## config.mk

```make
export PLATFORM = sky130hd
export DESIGN_NAME = spi_master_byte_flat
export DESIGN_NICKNAME = d
export VERILOG_FILES = /design/src/rtl/spi_master_byte_if.sv /design/src/rtl/spi_master_byte.sv /design/src/flat_wrapper.sv
export SDC_FILE = /design/constraint.sdc
export NUM_CORES = 1
export LEC_CHECK = 0
export CORE_MARGIN = 2
export CORE_UTILIZATION = 44
export CTS_CLUSTER_DIAMETER = 60
export DETAILED_ROUTE_END_ITERATION = 10
export PLACE_DENSITY = 0.68
export SLEW_MARGIN = 10
export SYNTH_ARGS = -nofsm -noshare
export SYNTH_HDL_FRONTEND = slang
export SYNTH_SLANG_ARGS = --single-unit
```

## constraint.sdc

```tcl
create_clock -name clk -period 2.5 [get_ports clk]
set_clock_uncertainty 0.05 [all_clocks]
set_input_delay 0.5 -clock clk [delete_from_list [all_inputs] [get_ports clk]]
set_output_delay 0.5 -clock clk [all_outputs]
set_load 0.01 [all_outputs]
```

## src/rtl/spi_master_byte_if.sv

```systemverilog
// User-side handshake for spi_master_byte: start/busy/done plus the data bytes.
// "master" is the requesting user logic, "slave" is the SPI engine serving it.
interface spi_master_byte_if;
  logic       start;
  logic [7:0] tx_byte;
  logic       hold_nss;
  logic       abort;
  logic       busy;
  logic       done;
  logic [7:0] rx_byte;

  modport master (
    output start, tx_byte, hold_nss, abort,
    input  busy, done, rx_byte
  );

  modport slave (
    input  start, tx_byte, hold_nss, abort,
    output busy, done, rx_byte
  );
endinterface

```

## src/rtl/spi_master_byte.sv

```systemverilog
// Mode-0, MSB-first, single-byte SPI initiator with optional nss hold for multi-byte frames.
// Every timed phase lasts HALF_PERIOD clocks; all outputs are registered.
module spi_master_byte #(
  parameter int unsigned HALF_PERIOD = 4
) (
  input  logic             clk,
  input  logic             rst,
  spi_master_byte_if.slave ctl,
  output logic             sck,
  output logic             sdo,
  input  logic             sdi,
  output logic             nss
);
  localparam int unsigned CNT_W = $clog2(HALF_PERIOD);

  typedef enum logic [2:0] {IDLE, HELD, LEAD, SCK_HI, SCK_LO, TRAIL, GAP} state_t;

  state_t           state_q, state_d;
  logic [CNT_W-1:0] cnt_q, cnt_d;
  logic [2:0]       bit_q, bit_d;
  logic [7:0]       tx_q, tx_d;
  logic [7:0]       rx_sh_q, rx_sh_d;
  logic [7:0]       rx_byte_q, rx_byte_d;
  logic             held_q, held_d;
  logic             busy_q, busy_d;
  logic             done_q, done_d;
  logic             sck_d, sdo_d, nss_d;
  logic             last, load, kill;

  assign last        = (cnt_q == CNT_W'(HALF_PERIOD - 1));
  assign ctl.busy    = busy_q;
  assign ctl.done    = done_q;
  assign ctl.rx_byte = rx_byte_q;

  always_ff @(posedge clk or posedge rst) begin
    if (rst) begin
      state_q   <= IDLE;
      cnt_q     <= '0;
      bit_q     <= '0;
      tx_q      <= '0;
      rx_sh_q   <= '0;
      rx_byte_q <= '0;
      held_q    <= 1'b0;
      busy_q    <= 1'b0;
      done_q    <= 1'b0;
      sck       <= 1'b0;
      sdo       <= 1'b0;
      nss       <= 1'b1;
    end else begin
      state_q   <= state_d;
      cnt_q     <= cnt_d;
      bit_q     <= bit_d;
      tx_q      <= tx_d;
      rx_sh_q   <= rx_sh_d;
      rx_byte_q <= rx_byte_d;
      held_q    <= held_d;
      busy_q    <= busy_d;
      done_q    <= done_d;
      sck       <= sck_d;
      sdo       <= sdo_d;
      nss       <= nss_d;
    end
  end

  always_comb begin
    state_d   = state_q;
    cnt_d     = last ? '0 : cnt_q + CNT_W'(1);
    bit_d     = bit_q;
    tx_d      = tx_q;
    rx_sh_d   = rx_sh_q;
    rx_byte_d = rx_byte_q;
    held_d    = held_q;
    busy_d    = busy_q;
    done_d    = 1'b0;
    sck_d     = sck;
    sdo_d     = sdo;
    nss_d     = nss;
    load      = 1'b0;
    kill      = 1'b0;

    case (state_q)
      IDLE: begin
        cnt_d = '0;
        sck_d = 1'b0;
        nss_d = 1'b1;
        sdo_d = 1'b0;
        load  = ctl.start;
      end
      HELD: begin
        cnt_d = '0;
        sck_d = 1'b0;
        if (ctl.start) begin
          load = 1'b1;
        end else if (ctl.abort) begin
          state_d = GAP;
          nss_d   = 1'b1;
          sdo_d   = 1'b0;
          busy_d  = 1'b1;
          held_d  = 1'b0;
        end
      end
      LEAD, SCK_LO: begin
        if (ctl.abort) begin
          kill = 1'b1;
        end else if (last) begin
          sck_d   = 1'b1;
          state_d = SCK_HI;
        end
      end
      SCK_HI: begin
        if (ctl.abort) begin
          kill = 1'b1;
        end else if (last) begin
          rx_sh_d = {rx_sh_q[6:0], sdi};
          sck_d   = 1'b0;
          if (bit_q == 3'd7) begin
            state_d = TRAIL;
          end else begin
            // next bit goes out on the falling edge, a full half-period ahead of the rise
            state_d = SCK_LO;
            sdo_d   = tx_q[6];
            tx_d    = {tx_q[6:0], 1'b0};
            bit_d   = bit_q + 3'd1;
          end
        end
      end
      TRAIL: begin
        if (ctl.abort) begin
          kill = 1'b1;
        end else if (last) begin
          rx_byte_d = rx_sh_q;
          done_d    = 1'b1;
          if (held_q) begin
            state_d = HELD;
            busy_d  = 1'b0;
          end else begin
            nss_d   = 1'b1;
            sdo_d   = 1'b0;
            state_d = GAP;
          end
        end
      end
      GAP: begin
        nss_d = 1'b1;
        sdo_d = 1'b0;
        if (last) begin
          busy_d  = 1'b0;
          state_d = IDLE;
        end
      end
      default: state_d = IDLE;
    endcase

    if (load) begin
      tx_d    = ctl.tx_byte;
      held_d  = ctl.hold_nss;
      nss_d   = 1'b0;
      sdo_d   = ctl.tx_byte[7];
      busy_d  = 1'b1;
      bit_d   = '0;
      cnt_d   = '0;
      state_d = LEAD;
    end

    if (kill) begin
      sck_d   = 1'b0;
      nss_d   = 1'b1;
      sdo_d   = 1'b0;
      held_d  = 1'b0;
      cnt_d   = '0;
      state_d = GAP;
    end
  end
endmodule
```

## src/flat_wrapper.sv

```systemverilog
// flat-port wrapper written by rule: the top's interface ports become plain ports
module spi_master_byte_flat 
#(
  parameter int unsigned HALF_PERIOD = 4
)
  (clk, rst, sck, sdo, sdi, nss, ctl_start, ctl_tx_byte, ctl_hold_nss, ctl_abort, ctl_busy, ctl_done, ctl_rx_byte);
  spi_master_byte_if ctl_i ();
  input  logic clk;
  input  logic rst;
  output logic sck;
  output logic sdo;
  input  logic sdi;
  output logic nss;
  input wire logic [$bits(ctl_i.start)-1:0] ctl_start;
  input wire logic [$bits(ctl_i.tx_byte)-1:0] ctl_tx_byte;
  input wire logic [$bits(ctl_i.hold_nss)-1:0] ctl_hold_nss;
  input wire logic [$bits(ctl_i.abort)-1:0] ctl_abort;
  output wire logic [$bits(ctl_i.busy)-1:0] ctl_busy;
  output wire logic [$bits(ctl_i.done)-1:0] ctl_done;
  output wire logic [$bits(ctl_i.rx_byte)-1:0] ctl_rx_byte;
  assign ctl_i.start = ctl_start;
  assign ctl_i.tx_byte = ctl_tx_byte;
  assign ctl_i.hold_nss = ctl_hold_nss;
  assign ctl_i.abort = ctl_abort;
  assign ctl_busy = ctl_i.busy;
  assign ctl_done = ctl_i.done;
  assign ctl_rx_byte = ctl_i.rx_byte;
  spi_master_byte #(.HALF_PERIOD(HALF_PERIOD)) u_core (.clk(clk), .rst(rst), .ctl(ctl_i), .sck(sck), .sdo(sdo), .sdi(sdi), .nss(nss));
endmodule
```

=== After elaboration in Yosys (flattened, before gate mapping) ===
Index checks and enable logic that the tools add are counted.

* Bits of input ports: 14
* Output and inout bits: 13
* Register bits after elaboration: 37

* $add $sub $neg: 2
* Eq/ne operators: 33
* Muxes and demuxes: 68
* Bitwise logic cells: 1
* Reductions and logical operators: 22

{| class="wikitable"
|+ Operators with widths
! kind !! count
|-
| $mux 3 || 17
|-
| $mux 1 || 36
|-
| $mux 7 || 5
|-
| $ne 4x2->1 const B || 6
|-
| $ne 3x1->1 const B || 7
|-
| $pmux 3 s6 || 1
|-
| $ne 4x1->1 const B || 4
|-
| $ne 3x2->1 const B || 5
|-
| $eq 3x3->1 const B || 4
|-
| $reduce_and 10->1 || 1
|-
| $pmux 1 s3 || 3
|-
| $reduce_and 3->1 || 3
|-
| $reduce_and 9->1 || 1
|-
| $mux 2 || 4
|-
| $reduce_bool 4->1 || 2
|-
| $reduce_and 7->1 || 1
|-
| $eq 3x2->1 const B || 2
|-
| $reduce_and 6->1 || 1
|-
| $reduce_bool 3->1 || 2
|-
| $reduce_bool 6->1 || 1
|-
| $reduce_or 2->1 || 3
|-
| $reduce_and 5->1 || 1
|-
| $reduce_bool 5->1 || 1
|-
| $ne 2x1->1 const B || 2
|-
| other kinds (12) || 13
|}

=== Logic depth before layout (Yosys ltp) ===
* Word-level depth: 7
* Depth in mapped cells: 7
* Mapped depth without buffers: 6

=== Worst setup path after synthesis ===
Ideal clock, no wire load.

* Kind: flip-flop to flip-flop
* Start point: register u_core.cnt_q[0]
* End point: register u_core.sdo
* Data arrival time: 1.507 ns
* Library setup time: 0.125 ns
* Slack: 0.818 ns
* Cell stages (with the launch flop): 7
* Required time: 2.325 ns
* Clock period less this slack: 1.682 ns
* Path through: dfrtp_1 ha_1 buf_2 nor2b_1 a211o_1 o21ai_1 mux2_2

* Word-level cells in the longest chain between the ends: 3
* Elaborated cells on any way between the ends: 4
* Those cells by class: eq/ne (3); reduce/logical (1)

{| class="wikitable"
|+ Ends and longest elaborated chain
! item !! line !! source
|-
| start, declared || spi_master_byte.sv:19 || <nowiki>logic [CNT_W-1:0] cnt_q, cnt_d;</nowiki>
|-
| start signal, assigned || spi_master_byte.sv:51 || <nowiki>cnt_q <= cnt_d;</nowiki>
|-
| $eq 2x2->1 (*) || spi_master_byte.sv:30 || <nowiki>assign last = (cnt_q == CNT_W'(HALF_PERIOD - 1));</nowiki>
|-
| $ne 4x1->1 (no source line) || n/a ||
|-
| $reduce_and 9->1 (no source line) (*) || n/a ||
|-
| end signal, assigned || spi_master_byte.sv:60 || <nowiki>sdo <= sdo_d;</nowiki>
|-
| end, declared || spi_master_byte.sv:10 || <nowiki>output logic sdo,</nowiki>
|}

Every way passes the cells marked *; elsewhere a longest branch is shown, timed or not.
A chain may end at the register's enable or synchronous reset.

=== Worst setup path after layout ===
* Start point: input port ctl_abort
* End point: register u_core.rx_byte_q[2], in the netlist u_core.ctl.rx_byte[2]

* Word-level cells in the longest chain between the ends: 2

{| class="wikitable"
|+ Ends and longest elaborated chain
! item !! line !! source
|-
| start, declared || flat_wrapper.sv:17 || <nowiki>input wire logic [$bits(ctl_i.abort)-1:0] ctl_abort;</nowiki>
|-
| $not 1->1 (no source line) || n/a ||
|-
| $reduce_and 3->1 (no source line) || n/a ||
|-
| end signal, assigned || spi_master_byte.sv:55 || <nowiki>rx_byte_q <= rx_byte_d;</nowiki>
|-
| end, declared || spi_master_byte.sv:23 || <nowiki>logic [7:0] rx_byte_q, rx_byte_d;</nowiki>
|}

Every way passes these cells.

==> results by group <==
Routing
  • DR top layer: met4
  • Wl on met1: roughly 1500 um
  • DR WL/cell: 14.5 um
  • WL met2: 1660 um
  • # DRC: 0
  • Initial drt markers: between 100 and 150
  • Vias: 1296
  • Via/cell ratio: 5.49
  • Post-DRT Antenna Nets: 0
  • Met3 wire length: 181 um
  • Final wirelength: 3420 um
  • Pre-antenna DRT Iters: 4

Min path
  • Hold_sp: u_core.cnt_q[0]
  • Worst hold path type: flop to flop

Power and ir drop
  • Overall power: 1.99 mW
  • Clk network pwr share: 27.0%
  • Logic pwr share: between 20 and 30%
  • P_int: around 1.4 mW
  • Sw Ratio: between 30% and 40%
  • Net switching power: around 0.61 mW
  • Leakage Power: about 1.1 nW
  • Peak supply drop: 0.000401 V
  • Sequential power share: a little over two fifths
  • Cell Pwr Density: roughly 890 nW/um^2

Global route
  • Total global routing track utilization: between 10% and 20%
  • Largest net degree at the start of global routing: 38
  • Overflow after GRT: 0
  • First-pass GRT wire length: 6020 um
  • Vias in the first global route: 1275
  • Initial antenna violation count: 0

Flow run
  • Max Cap Viol: 0

Yosys
  • Distinct cell type count after synthesis: 40
  • Yosys reg bits: 37
  • Top post-synthesis cells by area: dfrtp_1 (49%), mux2_2 (7.9%), mux2_1 (4.9%)
  • Number of flops mapped to enable cells by yosys: 0
  • Cell count after synthesis: 159
  • Most frequent cells after synthesis: dfrtp_1 (36), mux2_2 (13), nand2_1 (12)
  • Yosys warns: 0
  • Most frequent cell after synthesis: dfrtp_1
  • Post-synthesis sequential area ratio: 50.2%
  • Cell taking the most area after synthesis: dfrtp_1
  • Synth top area share: between 40% and 50%
  • Most used DFF post-synth: dfrtp_1
  • Synth Area per Inst: 11.6 um^2
  • Post-synth ARST share: 100%
  • Syn nets: ~180
  • Syn Std Cell Area: ~1800 um^2

Place
  • RD Place Congestion: just under 0.9
  • Placed cell area: 2110 um^2
  • Setup slack at placement: 0.252 ns
  • Port bufs: 26
  • Post-DP HPWL: around 2400 um
  • Placed instance count: 228

Final layout
  • Final Instance Area: around 2200 um^2
  • Filler cell count: 357
  • Fin util: 55.4%
  • Layout Area Growth over Synthesis: 21.0%
  • Nets: 202
  • Footprint of the multi-input gates: around 820 um^2
  • Reg area: 927 um^2
  • Layout cells sized above 1: 17.7%
  • Antenna cells: 0
  • Post-route non-filler standard cell count: ~240

Clock network
  • Clock latency on the worst-skew pair: 0.29 ns
  • CTS Hold Bufs: 0
  • Clk sink count: 37
  • Setup Buffers After CTS: 0
  • Post-CTS Resized: 0
  • Clock Path Buffers: 2
  • Htree depth: 2
  • Root buffer cell: clkbuf_8
  • Num CTS Buffers: 5
  • Worst-path clk slew: 0.07 ns
  • CTS tree: done

Worst setup path
  • CP Buf/Inv Count: 1
  • Worst EP required: 2.62 ns
  • Crit path from: ctl_abort
  • Worst-path fanout max: 9
  • Critical path cell sequence: clkdlybuf4s50_1 > and2b_1 > and3_1 > mux2_1
  • CP max-delay cell: and3_1
  • CP Launch Type: input pin
  • Reg2Reg Launch Point: u_core.state_q[1]
  • Crit path max-delay family: simple AND/OR/NAND/NOR gates
  • Max incr delay on CP: 0.45 ns
  • CP Data Arrival Time: 2.07 ns
  • Crit end category: flop
  • Worst Path Class, Setup: input pin to flop

STA
  • Period utilisation layout: 77.9%
  • Post-route worst setup slack: 0.551 ns
  • Least-Margin Pin Slew: 0.741 ns
  • Max frequency: slightly above 0.5 GHz
  • Setup-failing EPs final: 0
  • Hold Slack: 0.395 ns
  • Final hold violations: 0
  • Final Max Slew Viols: 0
  • Post-layout min period: approximately 1.9 ns
  • Setup TNS: 0 ns
  • Slew margin rel.: 50.6%
  • RSZ-0062 raised after global routing: no

Die
  • Die Ht: approximately 69 um
  • Boundary pin count: 27
  • Cell Rows: 23
  • Die width: 68.8 um
  • Initial Util: 45.8%
  • Die ar.: 4730 um^2
  • Core Box Area: 4030 um^2

Status
  • Status: finished, final reports clean
==> path summary, 6_finish.rpt <==
| check | to | slack, ns | cells past startpoint |
|---|---|---|---|
| max in group asynchronous | u_core.nss | 1.49 | 3 |
| setup / recovery | u_core.ctl.rx_byte[2] | 0.55 | 4 |
| setup reg to reg | u_core.state_q[0] | 0.55 | 4 |
| hold reg to reg | u_core.cnt_q[0] | 0.39 | 1 |
| hold / removal | u_core.cnt_q[0] | 0.39 | 1 |
| min in group asynchronous | u_core.ctl.rx_byte[4] | 0.58 | 3 |
==> flip-flops by register name, summed over array words and instances, names as in the netlist <==
name / count
u_core.ctl.rx_byte: 8
u_core.rx_sh_q: 8
u_core.tx_q: 7
u_core.bit_q: 3
u_core.state_q: 3
u_core.cnt_q: 2
u_core.ctl.busy: 1
u_core.ctl.done: 1
u_core.held_q: 1
u_core.nss: 1
u_core.sck: 1
u_core.sdo: 1
==> cell usage in the layout, fill, tap and decap left out, types with 4 or more instances in the layout <==
cell type / instances
mux2_1: 8
a22o_1: 6
o21ai_0: 10
nand2_1: 12
a21oi_1: 4
nor2_1: 6
a22oi_1: 4
a21o_1: 9
clkdlybuf4s50_1: 26
dfrtp_1: 36
mux2_2: 13
inv_1: 5
clkbuf_8: 6
==> power by group through the flow <==
stage | logic (mW) | registers [mW] | clock network [mW]
3_5_place_dp | 0.587 | 0.875 | 0
4_1_cts | 0.591 | 0.863 | 0.549
2_1_floorplan | 0.512 | 0.811 | 0
3_3_place_gp | 0.574 | 0.867 | 0
6_report | 0.588 | 0.862 | 0.536
5_1_grt | 0.661 | 0.888 | 0.583
==> cell type report <==
cell class	instances	area share, %
clock inverters	2	1.68
repair buffers	29	12.7
inverters	5	0.840
clock buffers	6	3.70
well taps	50	2.80
flip-flops and latches	37	41.5
multi-input cells	107	36.8
==> per-layer routing <==
metal	vias up	global-route usage (%)
met5	-	0
met4	0	5.88
met2	32	27.5
li1	617	-
met3	6	5.36
met1	641	23.0
==> worst reg2reg max path, stage by stage (launching register included) <==
cell and delay [ns]:
dfrtp_1 0.82, and2b_4 0.30, a22oi_1 0.09, o21ai_1 0.22, mux2_2 0.36
==> kinds of logic (layout without fill, tap and decap cells) <==
group                      after synthesis  after routing  synth area share, %
AOI/OAI and AO/OA                       42             42                 15.9
adders and majority gates                3              3                 2.03
buffers and inverters                   15             42                 5.22
DFF                                     37             37                 50.2
muxes                                   24             24                 14.4
and+or+nand+nor                         38             38                 12.2
Note: power is estimated with default switching activity, not from simulation.
==> RTL edit (same settings) <==
`HALF_PERIOD` is set to 4 in 2 places; all go to 16.
--- a/src/rtl/spi_master_byte.sv
+++ b/src/rtl/spi_master_byte.sv
@@ -1,7 +1,7 @@
 // Mode-0, MSB-first, single-byte SPI initiator with optional nss hold for multi-byte frames.
 // Every timed phase lasts HALF_PERIOD clocks; all outputs are registered.
 module spi_master_byte #(
-  parameter int unsigned HALF_PERIOD = 4
+  parameter int unsigned HALF_PERIOD = 16
 ) (
   input  logic             clk,
   input  logic             rst,
--- a/src/flat_wrapper.sv
+++ b/src/flat_wrapper.sv
@@ -1,7 +1,7 @@
 // flat-port wrapper written by rule: the top's interface ports become plain ports
 module spi_master_byte_flat 
 #(
-  parameter int unsigned HALF_PERIOD = 4
+  parameter int unsigned HALF_PERIOD = 16
 )
   (clk, rst, sck, sdo, sdi, nss, ctl_start, ctl_tx_byte, ctl_hold_nss, ctl_abort, ctl_busy, ctl_done, ctl_rx_byte);
   spi_master_byte_if ctl_i ();
Behaviour: not the same (Yosys sat finds a counterexample within 10 cycles, from zero or initial values and one cycle with rst high).
==> RTL edit against the original RTL <==
  * Setup slack worse by 0.096 ns
  * Maximum frequency is 4.7% lower
  * Via count is 9.9% higher
  * Sequential cell count is 2 higher
  * Critical path depth is 1 lower
  * Power hardly changed
  * Non-clock buffer count stayed put
  * Final area is 5.3% higher
  * Area after synthesis is 6.5% higher
  * Wire length is 10% higher
==> RTL edit: results (changes against the original RTL) <==
[outcome]
run_status = finished, final reports clean

[grt]
met1_usage = 0.197  ; -0.0327
grt_max_degree = 40  ; +5.3%
global_route.usage.met3 = 0.0470  ; -0.00656
met2_usage = 0.279  ; +0.00410
groute.usage.overall = 0.167  ; -0.00802
grt_first_pass_wirelength_um = 6480  ; +7.6%

[place]
gp_congestion = 0.853  ; -2.2%
dp_cells = 239  ; +4.8%
post-dp-hpwl_um = 2740  ; +15%
detailed_place.area_mm2 = 0.00223  ; +5.7%

[setup_path]
cpLargestDelayFamily = flip-flops
critical_path_peak_fanout = 22  ; +13
timing.reg2reg.worst_path_depth = 3  ; -1
destination_of_the_critical_timing_path = u_core.ctl.rx_byte[1]
worst_reg2reg_setup_slack_ns = 0.46  ; -0.10 ns
worstSetupStartpoint = u_core.state_q[2]
cp_slowest_stage_delay_ns = 0.83  ; +0.38 ns
cp.arrival_ns = 2.18  ; +0.11 ns
slowest_stage = sky130_fd_sc_hd__dfrtp_1

[pwr]
pwr-share-comb = 0.261  ; -0.035
p_leak_nw = 1.12  ; +3.6%
max-vdd-ir-drop_v = 0.000433  ; +7.9%
internal_cell_power_mw = 1.33  ; -2.8%
power_sequential_uw = 923  ; +7.1%

[cells_and_area]
drive_above_1_share = 0.144  ; -0.0338
finalNetCount = 211  ; +4.5%
instances_no_fill = 247  ; +4.7%

[synth]
syn-num-nets = 186  ; +5.7%
synth.yosys.seq_area_share = 0.497  ; -0.00524
synth.cells.most_frequent = 38 x sky130_fd_sc_hd__dfrtp_1, 11 x sky130_fd_sc_hd__inv_1, 10 x sky130_fd_sc_hd__mux2_1, 10 x sky130_fd_sc_hd__nand3_1, 9 x sky130_fd_sc_hd__a21oi_1
synthDistinctLibCells = 44  ; +10%
yosys-top-cells-area = sky130_fd_sc_hd__dfrtp_1 48%, sky130_fd_sc_hd__mux2_4 6.1%, sky130_fd_sc_hd__mux2_1 5.7%
number_of_instances_in_the_synthesized_netlist = 169  ; +6.3%

[clock_network]
post_cts_resized = 0  ; unchanged
cts_root_buf = sky130_fd_sc_hd__clkbuf_8

[detailed_routing]
routed_wire_length_per_instance_um = 15.3  ; +5.3%
drt-initial-drc-count = 88  ; -22%
via_count = 1424  ; +9.9%

[worst_hold_path]
whs_path_depth = 1  ; unchanged
class_of_the_most_critical_hold_timing_path = register to register
holdPathEnd = u_core.cnt_q[0]

[timing]
worst_pin_slew_ns = 0.741  ; -0.000437 ns
hold-worst-slack_ns = 0.415  ; +0.0196 ns

[RTL edit: layout make-up]
class	instances	area, um^2
repair buffers	29	283
clock inverters	2	35.0
clock buffers	6	82.6
flip-flops and latches	39	977
multi-input cells	108	868
fillers	389	1970
inverters	11	41.3
well taps	52	65.1
[RTL edit: stage by stage]
stage | total power, mW | setup WS [ns] | util
global route | 2.10 | 0.368 | 0.544
detailed placement | 1.45 | 0.151 | 0.517
finish | 1.99 | 0.456 | 0.544
floorplan | 1.31 | 0.751 | -
CTS | 2.00 | 0.470 | 0.544
global placement | 1.41 | 0.225 | 0.517
[RTL edit: cells by family after synthesis]
kind of cell,share of synthesized area
adders and majority gates,0.0242
xor gates and xnor gates,0.00891
muxes,0.144
buffers and inverters,0.0611
AOI/OAI and AO/OA,0.152
and+or+nand+nor,0.113
DFF,0.497
[RTL edit: per-layer routing]
layer / wire length [um] / vias to the layer above
li1: - / 658
met1: 1560 / 709
met2: 1930 / 49
met3: 184 / 8
met4: 92 / 0
met5: 0 / -
